--- config.mk ---
export PLATFORM = sky130hd
export DESIGN_NAME = fb_write_arbiter
export DESIGN_NICKNAME = d
export VERILOG_FILES = /design/src/rtl/fb_write_arbiter.sv
export SDC_FILE = /design/constraint.sdc
export NUM_CORES = 1
export LEC_CHECK = 0
export ABC_AREA = 1
export ABC_CLOCK_PERIOD_IN_PS = 3100
export CAP_MARGIN = 30
export CORE_ASPECT_RATIO = 0.9
export CORE_MARGIN = 2
export CORE_UTILIZATION = 45
export CTS_CLUSTER_DIAMETER = 200
export DETAILED_ROUTE_END_ITERATION = 12
export DONT_BUFFER_PORTS = 1
export GPL_TIMING_DRIVEN = 0
export SETUP_SLACK_MARGIN = 0.3
export SLEW_MARGIN = 0
export SYNTH_ARGS = -nofsm -noshare
export SYNTH_HDL_FRONTEND = slang
export SYNTH_SLANG_ARGS = --single-unit
--- constraint.sdc ---
create_clock -name clk -period 3.1 [get_ports clk]
set_clock_uncertainty 0.15 [all_clocks]
set_input_delay 0.31 -clock clk [delete_from_list [all_inputs] [get_ports clk]]
set_output_delay 0.31 -clock clk [all_outputs]
set_load 0.03 [all_outputs]
--- src/rtl/fb_write_arbiter.sv ---
// Framebuffer write arbiter: round-robin CPU/DMA writes onto one write port, plus a full-frame clear engine.
// Latency: an accepted transfer or clear step appears on fb_we/fb_addr/fb_data one cycle later.
// Backpressure: at most one ready per cycle, chosen by round robin; both readies are held low while the clear engine is busy.
//
// Ports:
//   clk, rst_n                    clock, asynchronous active-low reset
//   clr_start, clr_color          clear request pulse and fill colour (colour is sampled when the request is accepted)
//   clr_busy, clr_done            clear engine owns the write port / one-cycle pulse when the clear is finished
//   cpu_valid/ready/addr/data     CPU write requester
//   dma_valid/ready/addr/data     DMA write requester
//   fb_we, fb_addr, fb_data       registered framebuffer write port
//   err_oob, err_clr              sticky out-of-bounds flag and its clear
module fb_write_arbiter #(
  parameter int WIDTH  = 640,
  parameter int HEIGHT = 480,
  parameter int ADDR_W = 19,
  parameter int DATA_W = 24
) (
  input  logic              clk,
  input  logic              rst_n,
  input  logic              clr_start,
  input  logic [DATA_W-1:0] clr_color,
  output logic              clr_busy,
  output logic              clr_done,
  input  logic              cpu_valid,
  output logic              cpu_ready,
  input  logic [ADDR_W-1:0] cpu_addr,
  input  logic [DATA_W-1:0] cpu_data,
  input  logic              dma_valid,
  output logic              dma_ready,
  input  logic [ADDR_W-1:0] dma_addr,
  input  logic [DATA_W-1:0] dma_data,
  output logic              fb_we,
  output logic [ADDR_W-1:0] fb_addr,
  output logic [DATA_W-1:0] fb_data,
  output logic              err_oob,
  input  logic              err_clr
);

  localparam int unsigned NPIX = WIDTH * HEIGHT;
  // One extra bit so that a frame of exactly 2**ADDR_W pixels still compares correctly.
  localparam logic [ADDR_W:0]   NPIX_W = (ADDR_W+1)'(NPIX);
  localparam logic [ADDR_W-1:0] LAST   = ADDR_W'(NPIX - 1);

  typedef enum logic { IDLE, CLEAR } state_t;
  typedef enum logic { GNT_CPU, GNT_DMA } gnt_t;

  state_t            state_q;
  gnt_t              last_gnt_q;
  logic [ADDR_W-1:0] cnt_q;
  logic [DATA_W-1:0] color_q;
  logic              clr_done_q;
  logic              fb_we_q;
  logic [ADDR_W-1:0] fb_addr_q;
  logic [DATA_W-1:0] fb_data_q;
  logic              err_oob_q;
  logic              err_oob_d;

  logic              cpu_gnt;
  logic              dma_gnt;
  logic              xfer_vld;
  logic [ADDR_W-1:0] xfer_addr;
  logic [DATA_W-1:0] xfer_data;
  logic              xfer_oob;

  assign clr_busy = (state_q == CLEAR);

  // A lone requester always wins. On a tie, the side that did not win last time
  // is granted, so after reset (last = DMA) the CPU wins the first tie.
  always_comb begin
    cpu_gnt   = 1'b0;
    dma_gnt   = 1'b0;
    xfer_addr = cpu_addr;
    xfer_data = cpu_data;
    if (!clr_busy) begin
      cpu_gnt = cpu_valid && (!dma_valid || (last_gnt_q == GNT_DMA));
      dma_gnt = dma_valid && (!cpu_valid || (last_gnt_q == GNT_CPU));
    end
    if (dma_gnt) begin
      xfer_addr = dma_addr;
      xfer_data = dma_data;
    end
    xfer_vld  = cpu_gnt || dma_gnt;
    xfer_oob  = ({1'b0, xfer_addr} >= NPIX_W);
    // A new out-of-bounds event wins over err_clr in the same cycle.
    err_oob_d = (err_oob_q && !err_clr) || (xfer_vld && xfer_oob);
  end

  assign cpu_ready = cpu_gnt;
  assign dma_ready = dma_gnt;

  always_ff @(posedge clk or negedge rst_n) begin
    if (!rst_n) begin
      state_q    <= IDLE;
      last_gnt_q <= GNT_DMA;
      cnt_q      <= '0;
      color_q    <= '0;
      clr_done_q <= 1'b0;
      fb_we_q    <= 1'b0;
      fb_addr_q  <= '0;
      fb_data_q  <= '0;
      err_oob_q  <= 1'b0;
    end else begin
      fb_we_q    <= 1'b0;
      clr_done_q <= 1'b0;
      err_oob_q  <= err_oob_d;
      case (state_q)
        IDLE: begin
          // A transfer in the same cycle as clr_start is still written;
          // the first clear write trails it by one cycle.
          if (xfer_vld) begin
            last_gnt_q <= dma_gnt ? GNT_DMA : GNT_CPU;
            if (!xfer_oob) begin
              fb_we_q   <= 1'b1;
              fb_addr_q <= xfer_addr;
              fb_data_q <= xfer_data;
            end
          end
          if (clr_start) begin
            state_q <= CLEAR;
            cnt_q   <= '0;
            color_q <= clr_color;
          end
        end
        CLEAR: begin
          // clr_start is ignored here: no restart and no colour change.
          fb_we_q   <= 1'b1;
          fb_addr_q <= cnt_q;
          fb_data_q <= color_q;
          cnt_q     <= cnt_q + 1'b1;
          if (cnt_q == LAST) begin
            state_q    <= IDLE;
            cnt_q      <= '0;
            clr_done_q <= 1'b1;
          end
        end
        default: state_q <= IDLE;
      endcase
    end
  end

  assign clr_done = clr_done_q;
  assign fb_we    = fb_we_q;
  assign fb_addr  = fb_addr_q;
  assign fb_data  = fb_data_q;
  assign err_oob  = err_oob_q;

endmodule

; ---- Yosys cells after proc, flatten, opt, wreduce, memory -nomap -nowiden
; Cells that the tools add are included.
[totals]
ff_bits = 91
in_bits = 116
output_inout_bits = 49
wordCells = 53
[classes]
n_addsub = 1
magnitude_cmp = 1
n_eq_ne = 4
mux = 22
bitwise = 2
n_reduce_logical = 14
[op_table]
columns = operator, n
row1 = 19-bit 2-to-1 mux, 5
row2 = 19-bit one-hot mux with 2 select lines, 2
row3 = 24-bit 2-to-1 mux, 3
row4 = 24-bit one-hot mux with 2 select lines, 1
row5 = "19-bit by 1-bit adder with 19-bit output, second input constant", 1
row6 = "19-bit == test, second input constant", 1
row7 = "19-bit greater-or-equal comparator, second input constant", 1
row8 = 1-bit 2-to-1 mux, 9
row9 = "2-bit != test, second input constant", 3
row10 = 2-bit AND reduction, 3
row11 = 1-bit logical AND, 4
row12 = 1-bit logical OR, 4
row13 = 1-bit one-hot mux with 2 select lines, 2
row14 = 1-bit logical NOT, 3
row15 = 1-bit NOT, 2

; ---- Depth between registers and ports, before layout
[depth]
word_depth = 9
depth_mapped = 13
mapped_depth_nobuf = 11

; ---- Worst setup path after synthesis
; Ideal clock, no wire load.
[synth_timing]
kind = register to output
startpoint = register state_q (netlist: clr_busy)
endpoint = output port cpu_ready
t_arrival_ps = 1645
t_required_ps = 2640
path_slack_ps = 995
stages_incl_launch_ff = 4
n_path_buf = 2
cell_sequence = dfrtp_1 buf_6 clkbuf_1 a211oi_1
[synth_via]
elab_chain_cells = 1
[synth_rtl]
columns = element, line
row1 = "start, declared", 48  ; state_t state_q;
row2 = "start signal, assigned", 94  ; state_q <= IDLE;
row3 = "start signal, assigned", 120  ; state_q <= CLEAR;
row4 = "start signal, assigned", 132  ; state_q <= IDLE;
row5 = 1-bit 2-to-1 mux, 75  ; if (!clr_busy) begin
row6 = "end, declared", 26  ; output logic cpu_ready,
; Every way passes these cells.

; ---- Worst setup path in the final report
[layout_timing]
startpoint = register state_q (netlist: clr_busy)
endpoint = output port dma_ready
[layout_via]
elab_chain_cells = 1
[layout_rtl]
columns = element, line
row1 = 1-bit 2-to-1 mux, 75
row2 = "end, declared", 30  ; output logic dma_ready,
; Every way passes these cells.

==> results by group <==
Synth
  – Post-synth top area cell: sky130_fd_sc_hd__dfrtp_1
  – Proportion of register bits with asynchronous set or reset after synthesis: 1.000
  – Post-synthesis sequential area ratio: 0.4705
  – Mean area per synthesized cell: 7.723 µm²
  – Post-synthesis instance total: 627
  – Post-synthesis net count: 744
  – Commonest register cell after synthesis: sky130_fd_sc_hd__dfrtp_1
  – Post-synth design cell area: 4842 µm²
  – Top cells by count, synth: sky130_fd_sc_hd__nand2_1 (133), sky130_fd_sc_hd__dfrtp_1 (90), sky130_fd_sc_hd__nor2_1 (70)
  – Count of flip-flops with a built-in enable after synthesis: 0
  – Cell variety after synth: 34
  – YS warnings: 0
  – Post-synthesis sequential element count: 91
  – Fraction of synthesized cell area taken by the top area cell type: 0.4651
  – Top cells by area, synth: sky130_fd_sc_hd__dfrtp_1 (47%), sky130_fd_sc_hd__nand2_1 (10%), sky130_fd_sc_hd__nand3_1 (6.5%)
  – Dominant cell by count in the synthesized netlist: sky130_fd_sc_hd__nand2_1

Placed design
  – Number of port buffers: 0
  – Placed instance count: 757
  – Pre-CTS setup slack: 0.6441 ns
  – Area post-placement: approximately 5000 µm²
  – Post-DP HPWL: 10.71 mm
  – Weighted congestion at the end of routability-driven global placement: slightly below 0.9

CTS
  – Hold buffer count at CTS: 25
  – Latest clock arrival within the worst-skew pair: 0.34 ns
  – Clock buffer depth: 2
  – Clk slew on worst S/H paths: 0.06 ns
  – Root Buffer: sky130_fd_sc_hd__clkbuf_16
  – Number of cells upsized or downsized after cts: 0
  – Number of H-tree branching levels: 3
  – Number of buffers inserted during clock tree synthesis: 9
  – Number of clock sinks seen by CTS: 91
  – Post-CTS repair timing setup buffer count: 0
  – CTS tree: built

Detailed routing
  – Average via count per standard cell: 5.756
  – Antenna viol nets, final: 0
  – Metal2 WL: 6.824 mm
  – Detailed-route DRC error count: 0
  – First-pass DRT Iterations: 5
  – DRC marker count from the first detailed-route iteration: 309
  – WL per Instance: 18.80 µm
  – Length of routed wiring on met1: approximately 6.5 mm
  – Met3 wire length: approximately 1.4 mm
  – Vias: 4593
  – Routed wire length: 15.00 mm
  – Top Metal Used: met4

Worst setup path
  – Kind of critical path: register to primary output
  – Crit path DAT: 2.21 ns
  – Max FO, Critical Path: 10
  – Crit path launch type: register
  – Origin of the critical flop-to-flop path: clr_busy
  – Crit path required time: 2.64 ns
  – Start point of the critical path: clr_busy
  – Setup crit end kind: primary output

Finish
  – Antenna Diode Count: 0
  – Final-stage net count: 781
  – Fillers: 1008
  – Final Cell Area: approximately 5600 µm²
  – Fraction of final layout cells with drive strength greater than 1: 0.06876
  – Layout overhead on the synthesized area: 15.37%
  – Share of the core filled with cells in the final layout: 0.5383
  – Count of placed standard cells in the final layout, fillers left out: 798

STA
  – Period utilization: 0.8610
  – Final-report max-slew violation count: 0
  – Setup-violating endpoint count in the final report: 0
  – Sum of negative setup slack: 0 ns
  – Setup repair after global routing missed its margin: false
  – Achievable clock frequency: between 300 and 400 MHz
  – Worst-case setup margin in the final layout: 0.4310 ns
  – Count of final hold-check violations: 0
  – Actual transition at the worst max-transition pin: 0.8751 ns
  – Clock period minus final worst setup slack: 2.669 ns
  – Worst Hold Margin: 0.01164 ns
  – Max transition margin: 0.4166

Power and ir drop
  – Maximum VDD drop: between 0.3 and 0.4 mV
  – Total power per unit cell area: around 430 nW/µm²
  – Cell leakage power: about 2.5 nW
  – Power after layout: between 2 and 2.5 mW

Global routing
  – Total global-route track usage: 0.2583
  – Global-route wire length before repair: 23.14 mm
  – Number of global-route vias before repair: 4415
  – Remaining Overflow, GRT: 0
  – Antenna violations before repair: 0
  – Largest net degree at the start of global routing: 92

Run status
  – Run status: finished, final reports clean

Floorplanning
  – Die Wd: 113.3 µm
  – Top-level port count: 165
  – Row Count: 35
  – Core region area: 10380 µm²
  – Initial standard-cell utilization of the core: 0.4665
  – DIE HEIGHT: 102.4 µm
  – DIE AREA: 11610 µm²

Min path
  – Hold Crit Class: input pin to register
  – Min-delay src: clr_color[1]

Job
  – Max-Cap Viols: 0
## report_power, final
group	internal (mW)	switching [mW]	leakage [nW]
registers	1.19	0.000527	0.974
clock network	0.705	0.467	0.150
logic	0.0292	0.0406	1.42
total	1.92	0.508	2.54
## cells in the final DEF (no fill, tap or decap), types with 2 or more instances in the layout
cell                            Yosys  routed
sky130_fd_sc_hd__clkbuf_1          16      18
sky130_fd_sc_hd__inv_1             54      54
sky130_fd_sc_hd__clkbuf_16          0       9
sky130_fd_sc_hd__dfrtp_1           90      90
sky130_fd_sc_hd__nand3_2            2       2
sky130_fd_sc_hd__buf_6              5       5
sky130_fd_sc_hd__inv_2              3       3
sky130_fd_sc_hd__nand3_4            2       2
sky130_fd_sc_hd__nand3_1           63      63
sky130_fd_sc_hd__clkinv_2           0       2
sky130_fd_sc_hd__buf_4              2       2
sky130_fd_sc_hd__o21ai_0           17      17
sky130_fd_sc_hd__xor2_1            10      10
sky130_fd_sc_hd__o21ai_1            3       3
sky130_fd_sc_hd__a21oi_1           61      61
sky130_fd_sc_hd__nor4_1             2       2
sky130_fd_sc_hd__o22ai_1           47      47
sky130_fd_sc_hd__dlygate4sd3_1      0      24
sky130_fd_sc_hd__nand4_1            8       8
sky130_fd_sc_hd__buf_1              6       6
sky130_fd_sc_hd__bufinv_16          0       2
sky130_fd_sc_hd__nor3_1            10      10
sky130_fd_sc_hd__buf_2              8       9
sky130_fd_sc_hd__nor3_2             2       2
sky130_fd_sc_hd__nand2_2            2       2
sky130_fd_sc_hd__nor2_1            70      70
sky130_fd_sc_hd__nand2_1          133     133
## final timing paths
| check | cells past startpoint | endpoint | slack [ns] |
|---|---|---|---|
| max | 5 | dma_ready | 0.43 |
| max in group asynchronous | 2 | last_gnt_q | 2.02 |
| min reg2reg | 2 | color_q[12] | 0.36 |
| min | 2 | color_q[1] | 0.01 |
| max reg2reg | 9 | fb_addr[9] | 0.62 |
| min in group asynchronous | 2 | cnt_q[6] | 0.39 |
## cell families after synthesis
kind of cell	count (synthesis)	synth area share
simple gates	297	0.2718
xor+xnor	11	0.01990
compound gates	131	0.1488
flops	91	0.4705
fa+ha+maj	1	0.002584
buf+inv	96	0.08630
## metal layers
metal,GRT usage,vias to the layer above
met5,0,-
met4,0.07223,0
met3,0.09549,14
met2,0.3934,188
met1,0.3494,2227
li1,-,2164
## final cells by class
class	count	area (µm²)	area share
inverter	59	224.0	0.04009
clock inverter	5	77.57	0.01389
clock buffer	11	232.7	0.04166
tap	129	161.4	0.02889
multi-input combinational	440	2146	0.3841
timing repair buffer	26	272.8	0.04882
buffer	37	193.9	0.03471
sequential	91	2278	0.4078
## registers in the layout, indices dropped and copies added, names as in the netlist
name,cells
clr_busy,1
fb_we,1
cnt_q,19
color_q,24
last_gnt_q,1
err_oob,1
fb_data,24
fb_addr,19
clr_done,1
## critical path, cell delays in order, from the launching register on
cell and delay (ns):
sky130_fd_sc_hd__dfrtp_1 0.50, sky130_fd_sc_hd__buf_6 0.21, sky130_fd_sc_hd__inv_4 0.09, sky130_fd_sc_hd__nand3_4 0.14, sky130_fd_sc_hd__inv_2 0.22, sky130_fd_sc_hd__buf_1 0.69
Note: power is estimated with default switching activity, not from simulation.
